`config.mk`:
```
export PLATFORM = sky130hd
export DESIGN_NAME = vga_timing_sequencer
export DESIGN_NICKNAME = d
export VERILOG_FILES = /design/src/rtl/vga_timing_pkg.sv /design/src/rtl/vga_timing_sequencer_phase_counter.sv /design/src/rtl/vga_timing_sequencer.sv
export SDC_FILE = /design/constraint.sdc
export NUM_CORES = 1
export LEC_CHECK = 0
export BUFFER_PORTS_ARGS = -buffer_cell sky130_fd_sc_hd__buf_4
export CAP_MARGIN = 20
export CORE_MARGIN = 5
export CORE_UTILIZATION = 45
export CTS_CLUSTER_SIZE = 24
export DETAILED_ROUTE_END_ITERATION = 12
export HOLD_SLACK_MARGIN = 0.05
export MAX_ROUTING_LAYER = met4
export PLACE_DENSITY = 0.65
export SLEW_MARGIN = 20
export SYNTH_ARGS = -nofsm -noshare
export SYNTH_HDL_FRONTEND = slang
export SYNTH_SLANG_ARGS = --single-unit
export TNS_END_PERCENT = 20
```
`constraint.sdc`:
```
create_clock -name clk -period 2.9 [get_ports clk]
set_input_delay 0.58 -clock clk [delete_from_list [all_inputs] [get_ports clk]]
set_output_delay 0.58 -clock clk [all_outputs]
set_load 0.005 [all_outputs]
```
`src/rtl/vga_timing_pkg.sv`:
```
// vga_timing_pkg: phase encodings, config bundle and 640x480@60 defaults.
// Optional line prefetch is built when VGA_LINE_PREFETCH_EN is defined.
package vga_timing_pkg;

  typedef enum logic [1:0] {
    SYNC = 2'b00,
    BP   = 2'b01,
    DISP = 2'b10,
    FP   = 2'b11
  } phase_t;

  typedef struct packed {
    logic hpol;
    logic vpol;
    logic blank;
  } vga_cfg_t;

  localparam vga_cfg_t CFG_DEFAULT = '{hpol: 1'b0, vpol: 1'b0, blank: 1'b0};

  localparam int DEF_CLK_DIV   = 4;
  localparam int DEF_H_DISPLAY = 640;
  localparam int DEF_H_SHOLD   = 96;
  localparam int DEF_H_SBP     = 48;
  localparam int DEF_H_SFP     = 16;
  localparam int DEF_V_DISPLAY = 480;
  localparam int DEF_V_SHOLD   = 2;
  localparam int DEF_V_SBP     = 33;
  localparam int DEF_V_SFP     = 10;
  localparam int DEF_CNT_BITS  = 10;
  localparam int DEF_PF_LEAD   = 8;

endpackage

```
`src/rtl/vga_timing_sequencer_phase_counter.sv`:
```
// vga_phase_counter: one axis of SYNC->BP->DISP->FP phase sequencing.
// Exposes the post-advance state so the top can register outputs on the same edge.
module vga_phase_counter
  import vga_timing_pkg::*;
#(
  parameter int CW = 10
) (
  input  logic          clk,
  input  logic          reset,
  input  logic          advance,
  input  logic [CW-1:0] len_sync,
  input  logic [CW-1:0] len_bp,
  input  logic [CW-1:0] len_disp,
  input  logic [CW-1:0] len_fp,
  output phase_t        phase,
  output logic [CW-1:0] cnt,
  output logic          last,
  output phase_t        nxt_phase,
  output logic [CW-1:0] nxt_cnt
);

  logic [CW-1:0] len_cur;
  logic          at_end;

  // length of the phase being counted
  always_comb begin
    len_cur = len_fp;
    unique case (phase)
      SYNC: len_cur = len_sync;
      BP:   len_cur = len_bp;
      DISP: len_cur = len_disp;
      FP:   len_cur = len_fp;
    endcase
  end

  assign at_end = (cnt == len_cur - 1'b1);
  assign last   = (phase == FP) && (cnt == len_fp - 1'b1);

  // next phase/count when advanced
  always_comb begin
    nxt_phase = phase;
    nxt_cnt   = cnt;
    if (advance) begin
      if (at_end) begin
        nxt_phase = phase_t'(phase + 2'd1);
        nxt_cnt   = '0;
      end else begin
        nxt_cnt = cnt + 1'b1;
      end
    end
  end

  // state register; reset parks on the last FP count
  always_ff @(posedge clk) begin
    if (reset) begin
      phase <= FP;
      cnt   <= len_fp - 1'b1;
    end else begin
      phase <= nxt_phase;
      cnt   <= nxt_cnt;
    end
  end

endmodule

```
`src/rtl/vga_timing_sequencer.sv`:
```
// vga_timing_sequencer: pixel divider, H/V sequencing, sync and config.
// Define VGA_LINE_PREFETCH_EN to build the per-line prefetch pulse.
module vga_timing_sequencer
  import vga_timing_pkg::*;
#(
  parameter int CLK_DIV       = DEF_CLK_DIV,
  parameter int H_DISPLAY     = DEF_H_DISPLAY,
  parameter int H_SHOLD       = DEF_H_SHOLD,
  parameter int H_SBP         = DEF_H_SBP,
  parameter int H_SFP         = DEF_H_SFP,
  parameter int V_DISPLAY     = DEF_V_DISPLAY,
  parameter int V_SHOLD       = DEF_V_SHOLD,
  parameter int V_SBP         = DEF_V_SBP,
  parameter int V_SFP         = DEF_V_SFP,
  parameter int COUNTER_BITS  = DEF_CNT_BITS,
  parameter int PREFETCH_LEAD = DEF_PF_LEAD
) (
  input  logic                    clk,
  input  logic                    reset,
  input  logic                    enable,
  input  logic                    cfg_valid,
  output logic                    cfg_ready,
  input  logic                    cfg_hpol,
  input  logic                    cfg_vpol,
  input  logic                    cfg_blank,
  output logic                    VGA_HSYNC,
  output logic                    VGA_VSYNC,
  output logic                    displaying,
  output logic [COUNTER_BITS-1:0] pixel_x,
  output logic [COUNTER_BITS-1:0] pixel_y,
  output logic                    pixel_tick,
  output logic                    line_start,
  output logic                    frame_start,
  output logic                    prefetch_req
);

  localparam int CW = COUNTER_BITS;
  localparam int DW = (CLK_DIV > 1) ? $clog2(CLK_DIV) : 1;
  localparam logic [DW-1:0] DIV_LAST = DW'(CLK_DIV - 1);

  localparam logic [CW-1:0] HL_S = CW'(H_SHOLD);
  localparam logic [CW-1:0] HL_B = CW'(H_SBP);
  localparam logic [CW-1:0] HL_D = CW'(H_DISPLAY);
  localparam logic [CW-1:0] HL_F = CW'(H_SFP);
  localparam logic [CW-1:0] VL_S = CW'(V_SHOLD);
  localparam logic [CW-1:0] VL_B = CW'(V_SBP);
  localparam logic [CW-1:0] VL_D = CW'(V_DISPLAY);
  localparam logic [CW-1:0] VL_F = CW'(V_SFP);

  logic [DW-1:0] div;
  logic          tick;
  logic          line_end;
  logic          frame_end;

  phase_t        h_phase, h_nxt;
  phase_t        v_phase, v_nxt;
  logic [CW-1:0] h_cnt, h_nxt_cnt;
  logic [CW-1:0] v_cnt, v_nxt_cnt;
  logic          h_last, v_last;

  vga_cfg_t      act_cfg, pend_cfg, nxt_cfg;
  logic          pend_full;
  logic          apply;

  // pixel-clock divider, frozen while disabled
  always_ff @(posedge clk) begin
    if (reset) begin
      div <= '0;
    end else if (enable) begin
      div <= (div == DIV_LAST) ? '0 : div + 1'b1;
    end
  end

  assign tick      = enable && (div == DIV_LAST);
  assign line_end  = tick && h_last;
  assign frame_end = line_end && v_last;

  vga_phase_counter #(.CW(CW)) u_h (
    .clk       (clk),
    .reset     (reset),
    .advance   (tick),
    .len_sync  (HL_S),
    .len_bp    (HL_B),
    .len_disp  (HL_D),
    .len_fp    (HL_F),
    .phase     (h_phase),
    .cnt       (h_cnt),
    .last      (h_last),
    .nxt_phase (h_nxt),
    .nxt_cnt   (h_nxt_cnt)
  );

  vga_phase_counter #(.CW(CW)) u_v (
    .clk       (clk),
    .reset     (reset),
    .advance   (line_end),
    .len_sync  (VL_S),
    .len_bp    (VL_B),
    .len_disp  (VL_D),
    .len_fp    (VL_F),
    .phase     (v_phase),
    .cnt       (v_cnt),
    .last      (v_last),
    .nxt_phase (v_nxt),
    .nxt_cnt   (v_nxt_cnt)
  );

  assign apply   = frame_end && pend_full;
  assign nxt_cfg = apply ? pend_cfg : act_cfg;

  // config slot: accept into pending, promote on frame start
  always_ff @(posedge clk) begin
    if (reset) begin
      act_cfg   <= CFG_DEFAULT;
      pend_cfg  <= CFG_DEFAULT;
      pend_full <= 1'b0;
      cfg_ready <= 1'b0;
    end else begin
      if (apply) begin
        act_cfg   <= pend_cfg;
        pend_full <= 1'b0;
      end
      if (cfg_valid && cfg_ready) begin
        pend_cfg  <= '{hpol: cfg_hpol, vpol: cfg_vpol, blank: cfg_blank};
        pend_full <= 1'b1;
        cfg_ready <= 1'b0;
      end else if (!cfg_ready && !pend_full) begin
        cfg_ready <= 1'b1;
      end
    end
  end

  // registered outputs, refreshed on each pixel tick
  always_ff @(posedge clk) begin
    if (reset) begin
      VGA_HSYNC   <= !CFG_DEFAULT.hpol;
      VGA_VSYNC   <= !CFG_DEFAULT.vpol;
      displaying  <= 1'b0;
      pixel_x     <= '0;
      pixel_y     <= '0;
      pixel_tick  <= 1'b0;
      line_start  <= 1'b0;
      frame_start <= 1'b0;
    end else begin
      pixel_tick  <= tick;
      line_start  <= line_end;
      frame_start <= frame_end;
      if (tick) begin
        VGA_HSYNC  <= (h_nxt == SYNC) ? nxt_cfg.hpol : !nxt_cfg.hpol;
        VGA_VSYNC  <= (v_nxt == SYNC) ? nxt_cfg.vpol : !nxt_cfg.vpol;
        displaying <= (h_nxt == DISP) && (v_nxt == DISP)
                      && !nxt_cfg.blank;
        pixel_x    <= (h_nxt == DISP) ? h_nxt_cnt : '0;
        pixel_y    <= (v_nxt == DISP) ? v_nxt_cnt : '0;
      end
    end
  end

`ifdef VGA_LINE_PREFETCH_EN
  localparam logic [CW-1:0] PF_CNT = CW'(H_SBP - PREFETCH_LEAD);

  // one pulse per visible line, PREFETCH_LEAD pixels ahead of DISP
  always_ff @(posedge clk) begin
    if (reset) begin
      prefetch_req <= 1'b0;
    end else begin
      prefetch_req <= tick && (h_nxt == BP) && (h_nxt_cnt == PF_CNT)
                      && (v_phase == DISP) && !nxt_cfg.blank;
    end
  end
`else
  assign prefetch_req = 1'b0;
`endif

endmodule

```
==> After elaboration in Yosys (flattened, before gate mapping) <==
Cells that the tools add are included.
{ "word_totals": {"output_inout_bits": 28, "wordCells": 80, "inputBits": 7, "regBits": 60} }
{ "classes": {"mux": 18, "eq_ne": 13, "add_sub_neg": 7, "reduce_logical": 21} }
{ "op_table": {"columns": ["op", "count"], "rows": [
  ["case mux 10 bit (4 select lines)", 2],
  ["two-way mux 10 bit", 6],
  ["adder 10 x 1 -> 10 bit (second input constant)", 2],
  ["== test 10 bit", 2],
  ["== test 10 x 4 -> 1 bit (second input constant)", 2],
  ["subtractor 10 x 1 -> 10 bit (second input constant)", 2],
  ["== test 2 bit (second input constant)", 7],
  ["logical AND 1 bit", 10],
  ["two-way mux 2 bit", 5],
  ["zero test 2 bit", 4],
  ["adder 2 x 1 -> 2 bit (second input constant)", 3],
  ["zero test 1 bit", 5],
  ["== test 2 x 1 -> 1 bit (second input constant)", 2],
  ["two-way mux 1 bit", 4],
  ["two-way mux 3 bit", 1],
  ["nonzero test 2 bit", 1],
  ["OR reduction 2 bit", 1]
]} }

==> Depth between registers and ports, before layout <==
{ "depth": {"depth_word": 9, "ltp_mapped": 10, "mapped_depth_nobuf": 8} }

==> By module <==
From an unflattened synthesis, not the netlist that was laid out.
{ "unflattened": {"cells_unflattened": 591, "area_unflattened_um2": 4748.3} }
{ "modules_own_cells": {"columns": ["module", "instances", "area_per_inst_um2", "seq_area_each_um2", "cells_per_inst"], "rows": [
  ["vga_phase_counter at u_v", 1, 1754.2, 240.2, 236],
  ["vga_phase_counter at u_h", 1, 1721.7, 240.2, 233],
  ["vga_timing_sequencer", 1, 1272.5, 720.7, 122]
]} }

==> Least setup slack after synthesis <==
Ideal clock, no wire load.
{ "synth_timing": {"kind": "register to register", "start": "register u_h.phase[0]", "end": "register pixel_x[7]", "t_arrival_ps": 2330, "setup_slack_ps": 438, "path_buffers": 0, "t_required_ps": 2768, "period_less_slack_ps": 2462, "stages_incl_launch_ff": 9, "setup_ps": 132, "path_cell_list": "dfxtp_1 -> inv_1 -> ha_1 -> nor4bb_1 -> a22oi_1 -> a2111oi_4 -> nor3_1 -> o21ai_2 -> o21ai_0"} }
{ "synth_via": {"elab_chain_cells": 8, "elab_cells_between_ends": 14, "cone_classes": "add/sub: 2; eq/ne: 5; mux: 6; reduce/logical: 1"} }
{ "synth_rtl": {"columns": ["item", "line_no", "source"], "rows": [
  ["from (decl)", "vga_timing_sequencer_phase_counter.sv:15", "output phase_t phase,"],
  ["from (signal assigned)", "vga_timing_sequencer_phase_counter.sv:59", "phase <= nxt_phase;"],
  ["== test 2 bit (tied with other cells)", "vga_timing_sequencer_phase_counter.sv:28", "unique case (phase)"],
  ["case mux 10 bit (4 select lines)", "vga_timing_sequencer_phase_counter.sv:28", null],
  ["subtractor 10 x 1 -> 10 bit", "vga_timing_sequencer_phase_counter.sv:36", "assign at_end = (cnt == len_cur - 1'b1);"],
  ["== test 10 bit", "vga_timing_sequencer_phase_counter.sv:36", null],
  ["two-way mux 2 bit", "vga_timing_sequencer_phase_counter.sv:44", "if (at_end) begin"],
  ["two-way mux 2 bit", "vga_timing_sequencer_phase_counter.sv:43", "if (advance) begin"],
  ["== test 2 bit", "vga_timing_sequencer.sv:153", "pixel_x <= (h_nxt == DISP) ? h_nxt_cnt : '0;"],
  ["two-way mux 10 bit (*)", "vga_timing_sequencer.sv:153", null],
  ["to (signal assigned)", "vga_timing_sequencer.sv:153", null],
  ["to (decl)", "vga_timing_sequencer.sv:29", "output logic [COUNTER_BITS-1:0] pixel_x,"]
]} }
Every way passes the cells marked *; elsewhere a longest branch is shown, timed or not. The select of a mux whose other input is x is not followed.
A chain may end at the register's enable or synchronous reset.

==> Final worst setup path <==
Same ends and word-level chain as after synthesis.

==> flow_metrics.py <==
metrics = {
    "timing": {
        "max_freq_ghz": 0.386,
        "fin_worst_skew_ns": 0.00593,
        "final.setup.tns_ns": 0,
        "maxSlewViolCount": 0,
        "final_hold_viol_count": 0,
        "timing.final.crit_share": 0.893,
        "setup_viol": 0,
        "rsz0062_at_grt": "no",
        "fin_crit_ns": 2.59,
    },
    "route": {
        "ant_nets": 0,
        "drt_iter0_markers": 96,
        "via_count": 2285,
        "vias_per_cell": 5.26,
        "routed_wl_mm": 6.08,
        "drt-wirelength-per-cell_um": 14.0,
        "drcViolationCount": 0,
        "first_pass_iters": 4,
    },
    "placement": {
        "hpwlAfterDp_mm": 4.35,
        "dp_cells": 418,
        "place.port_buffers": 33,
        "routabilityCongestion": 0.861,
        "place_area_mm2": 0.00320,
    },
    "clock_tree": {
        "root_buffer": "clkbuf_8",
        "clk_path_buf_depth": 2,
        "h-tree-depth": 3,
        "cts_setup_buffers": 0,
        "cts_tree": "yes",
        "clk_pin_slew_ns": 0.07,
        "cts_sinks": 60,
        "hold_buffers": 0,
        "clock_latency_ns": 0.34,
        "cts_buffers": 9,
    },
    "power": {
        "power_density_mw_per_mm2": 503,
        "switchingPower_mw": 0.395,
        "pwr-share-clk": 0.450,
        "pwr-share-comb": 0.055,
        "pwr-share-seq": 0.494,
        "switching_share": 0.231,
        "internal_power_mw": 1.32,
        "p_leak_nw": 1.39,
        "vdd_drop_max_uv": 304,
    },
    "outcome": {
        "status": "finished clean",
    },
    "global_routing": {
        "gr-usage-all-layers": 0.160,
        "grt_max_degree": 52,
        "grt_overflow": 0,
        "grt_pass1_vias": 2159,
        "grt_pass1_wl_mm": 10.4,
        "antenna_found_initial": 0,
    },
    "final_layout": {
        "layout-drive-gt1-share": 0.196,
        "design_area_mm2": 0.00341,
        "nNetsFinal": 373,
        "fin_util": 0.543,
        "area_growth_pct": 18.0,
        "finalNonFillerCells": 434,
        "num_antenna_cells": 0,
    },
    "worst_setup_path": {
        "reg2reg_from": "u_h.phase[0]",
        "path_buf_inv": 1,
        "start_kind": "register",
        "cp-startpoint": "u_h.phase[0]",
        "path_cells": "inv_1, ha_1, nor4bb_1, a22oi_1, a2111oi_4, nor3_1, o21ai_2, o21ai_0",
        "crit_family": "compound AO/OA/AOI/OAI gates",
        "worstPathMaxFanout": 9,
        "crit_slowest_cell": "dfxtp_1",
        "cpPeakStageDelay_ns": 0.45,
        "end_kind": "register",
        "required_ns": 3.11,
        "critical_path_class": "reg2reg",
        "cp.arrival_ns": 2.80,
    },
    "synth": {
        "synth_edf_count": 0,
        "postSynth.asyncResetShare": 0,
        "ys_ff_latch": 60,
        "postSynthAreaPerCell_um2": 9.10,
        "yosysTopAreaCell": "dfxtp_1",
        "synthesis.area_mm2": 0.00289,
        "synth_warnings": 0,
        "synthDistinctLibCells": 54,
        "synth-seq-area-share": 0.416,
        "synth_ff_type": "dfxtp_1",
        "synth.area.top_cells": "dfxtp_1 42%, ha_1 6.1%, xnor2_1 5.2%, nand2_1 5.1%, nor2_1 3.9%",
        "syn_inst": 317,
        "syn_nets": 338,
        "yosysTopAreaCellShare": 0.416,
    },
    "floorplanning": {
        "pin_count": 35,
        "core_area_mm2": 0.00628,
        "initial_utilization": 0.460,
        "row_count": 29,
        "dieWidth_um": 90.1,
        "dieHeight_um": 90.1,
        "die_area_mm2": 0.00811,
    },
    "flow_run": {
        "drv_cap": 0,
    },
    "min_path": {
        "worstHoldStart": "pixel_y[9]",
        "hp-class": "reg2reg",
    },
}
cells in the mapped netlist, types with 4 or more instances:
| library cell | instances |
|---|---|
| inv_1 | 7 |
| nor2_1 | 30 |
| nand2_1 | 39 |
| o21ai_0 | 9 |
| nand2b_1 | 6 |
| xor2_1 | 11 |
| nand3_1 | 12 |
| clkbuf_1 | 10 |
| a21oi_1 | 12 |
| ha_1 | 14 |
| and3_1 | 5 |
| mux2i_1 | 8 |
| nand4_1 | 4 |
| xnor2_1 | 17 |
| nor3_1 | 8 |
| dfxtp_1 | 60 |
| o31ai_1 | 8 |
layout make-up:
class | count | area (um^2)
Clock buffer | 12 | 155
Multi-Input combinational cell | 235 | 1590
Inverter | 7 | 26.3
Clock inverter | 4 | 47.5
Tap cell | 77 | 96.3
Timing Repair Buffer | 39 | 293
Fill cell | 603 | 2870
Sequential cell | 60 | 1200
worst min-delay path, delay by kind of cell, from the launching register on:
| family | cells | cell delay (ns) |
|---|---|---|
| and+or+nand+nor | 1 | 0.05 |
| DFF | 1 | 0.31 |
| AOI/OAI and AO/OA | 1 | 0.05 |
per-layer routing:
metal / track usage / vias up / wire length [um]
li1: - / 1167 / -
met1: 0.193 / 1077 / 2820
met2: 0.249 / 31 / 2930
met3: 0.0509 / 10 / 219
met4: 0.0633 / 0 / 110
met5: - / - / 0
power by group through the flow:
stage	sequential [mW]	clock (mW)	combinational, mW
2_1_floorplan	0.863	0	0.0677
3_3_place_gp	0.865	0	0.0935
3_5_place_dp	0.865	0	0.0945
4_1_cts	0.846	0.795	0.0951
5_1_grt	0.847	0.836	0.106
6_report	0.846	0.771	0.0948
metrics by stage:
step / power [mW] / setup WS [ns] / hold WS, ns
after global routing: 1.79 / 0.110 / 0.481
after detailed placement: 0.960 / 0.162 / 0.440
after CTS: 1.74 / 0.135 / 0.450
after floorplan: 0.930 / 0.438 / 0.436
final: 1.71 / 0.309 / 0.445
after global placement: 0.959 / 0.154 / 0.435
sequential cells by signal (all words and copies together) (netlist names), 2 cells and up:
signal	flops
pixel_x	10
pixel_y	10
u_h.cnt	10
u_v.cnt	10
act_cfg	3
pend_cfg	3
div	2
u_h.phase	2
u_v.phase	2
cells by family (layout without fill, tap and decap cells):
group / Yosys count / after routing / synth area share
AND/OR/NAND/NOR: 131 / 131 / 0.240
flip-flops: 60 / 60 / 0.416
AO/OA/AOI/OAI: 52 / 52 / 0.129
XOR/XNOR: 28 / 28 / 0.0850
buffers and inverters: 22 / 62 / 0.0360
adder cells (fa/ha/maj): 14 / 14 / 0.0607
multiplexers: 9 / 9 / 0.0317
other: 1 / 1 / 0.00130
timing repair:
action,in CTS,in global routing
hold endpoints to repair,0,0
gates resized for setup,0,2
setup endpoints to repair,0,9
path summary, 6_finish.rpt:
path	end	slack (ns)	cells after the start
worst max register to register	pixel_x[7]	0.31	8
worst min-delay path	pixel_y[9]	0.44	2
worst min register to register	pixel_y[9]	0.44	2
worst max-delay path	pixel_x[7]	0.31	8
placed cells by master, fill, tap and decap left out, types with 2 or more instances in the layout:
cell type | netlist | final
nand2_1 | 39 | 39
a21o_1 | 2 | 2
o21ai_0 | 9 | 9
buf_4 | 1 | 39
nand2b_1 | 6 | 6
and4_1 | 2 | 2
dfxtp_1 | 60 | 60
a22oi_1 | 2 | 2
nor3_1 | 8 | 8
mux2i_1 | 8 | 8
nor2_1 | 30 | 30
and3_1 | 5 | 5
inv_1 | 7 | 7
clkbuf_8 | 0 | 11
or2_1 | 2 | 2
nand3b_1 | 2 | 2
ha_1 | 14 | 14
nor3_2 | 2 | 2
xor2_1 | 11 | 11
a21oi_1 | 12 | 12
a2bb2oi_1 | 3 | 3
o31ai_1 | 8 | 8
xnor2_1 | 17 | 17
nand4_1 | 4 | 4
o21bai_1 | 3 | 3
nor4bb_1 | 2 | 2
nor3b_1 | 2 | 2
clkinv_2 | 0 | 2
or2_2 | 3 | 3
or4_4 | 2 | 2
o21ai_1 | 2 | 2
nand3_1 | 12 | 12
or3_1 | 2 | 2
nor4_2 | 2 | 2
(Power assumes the default switching activity.)
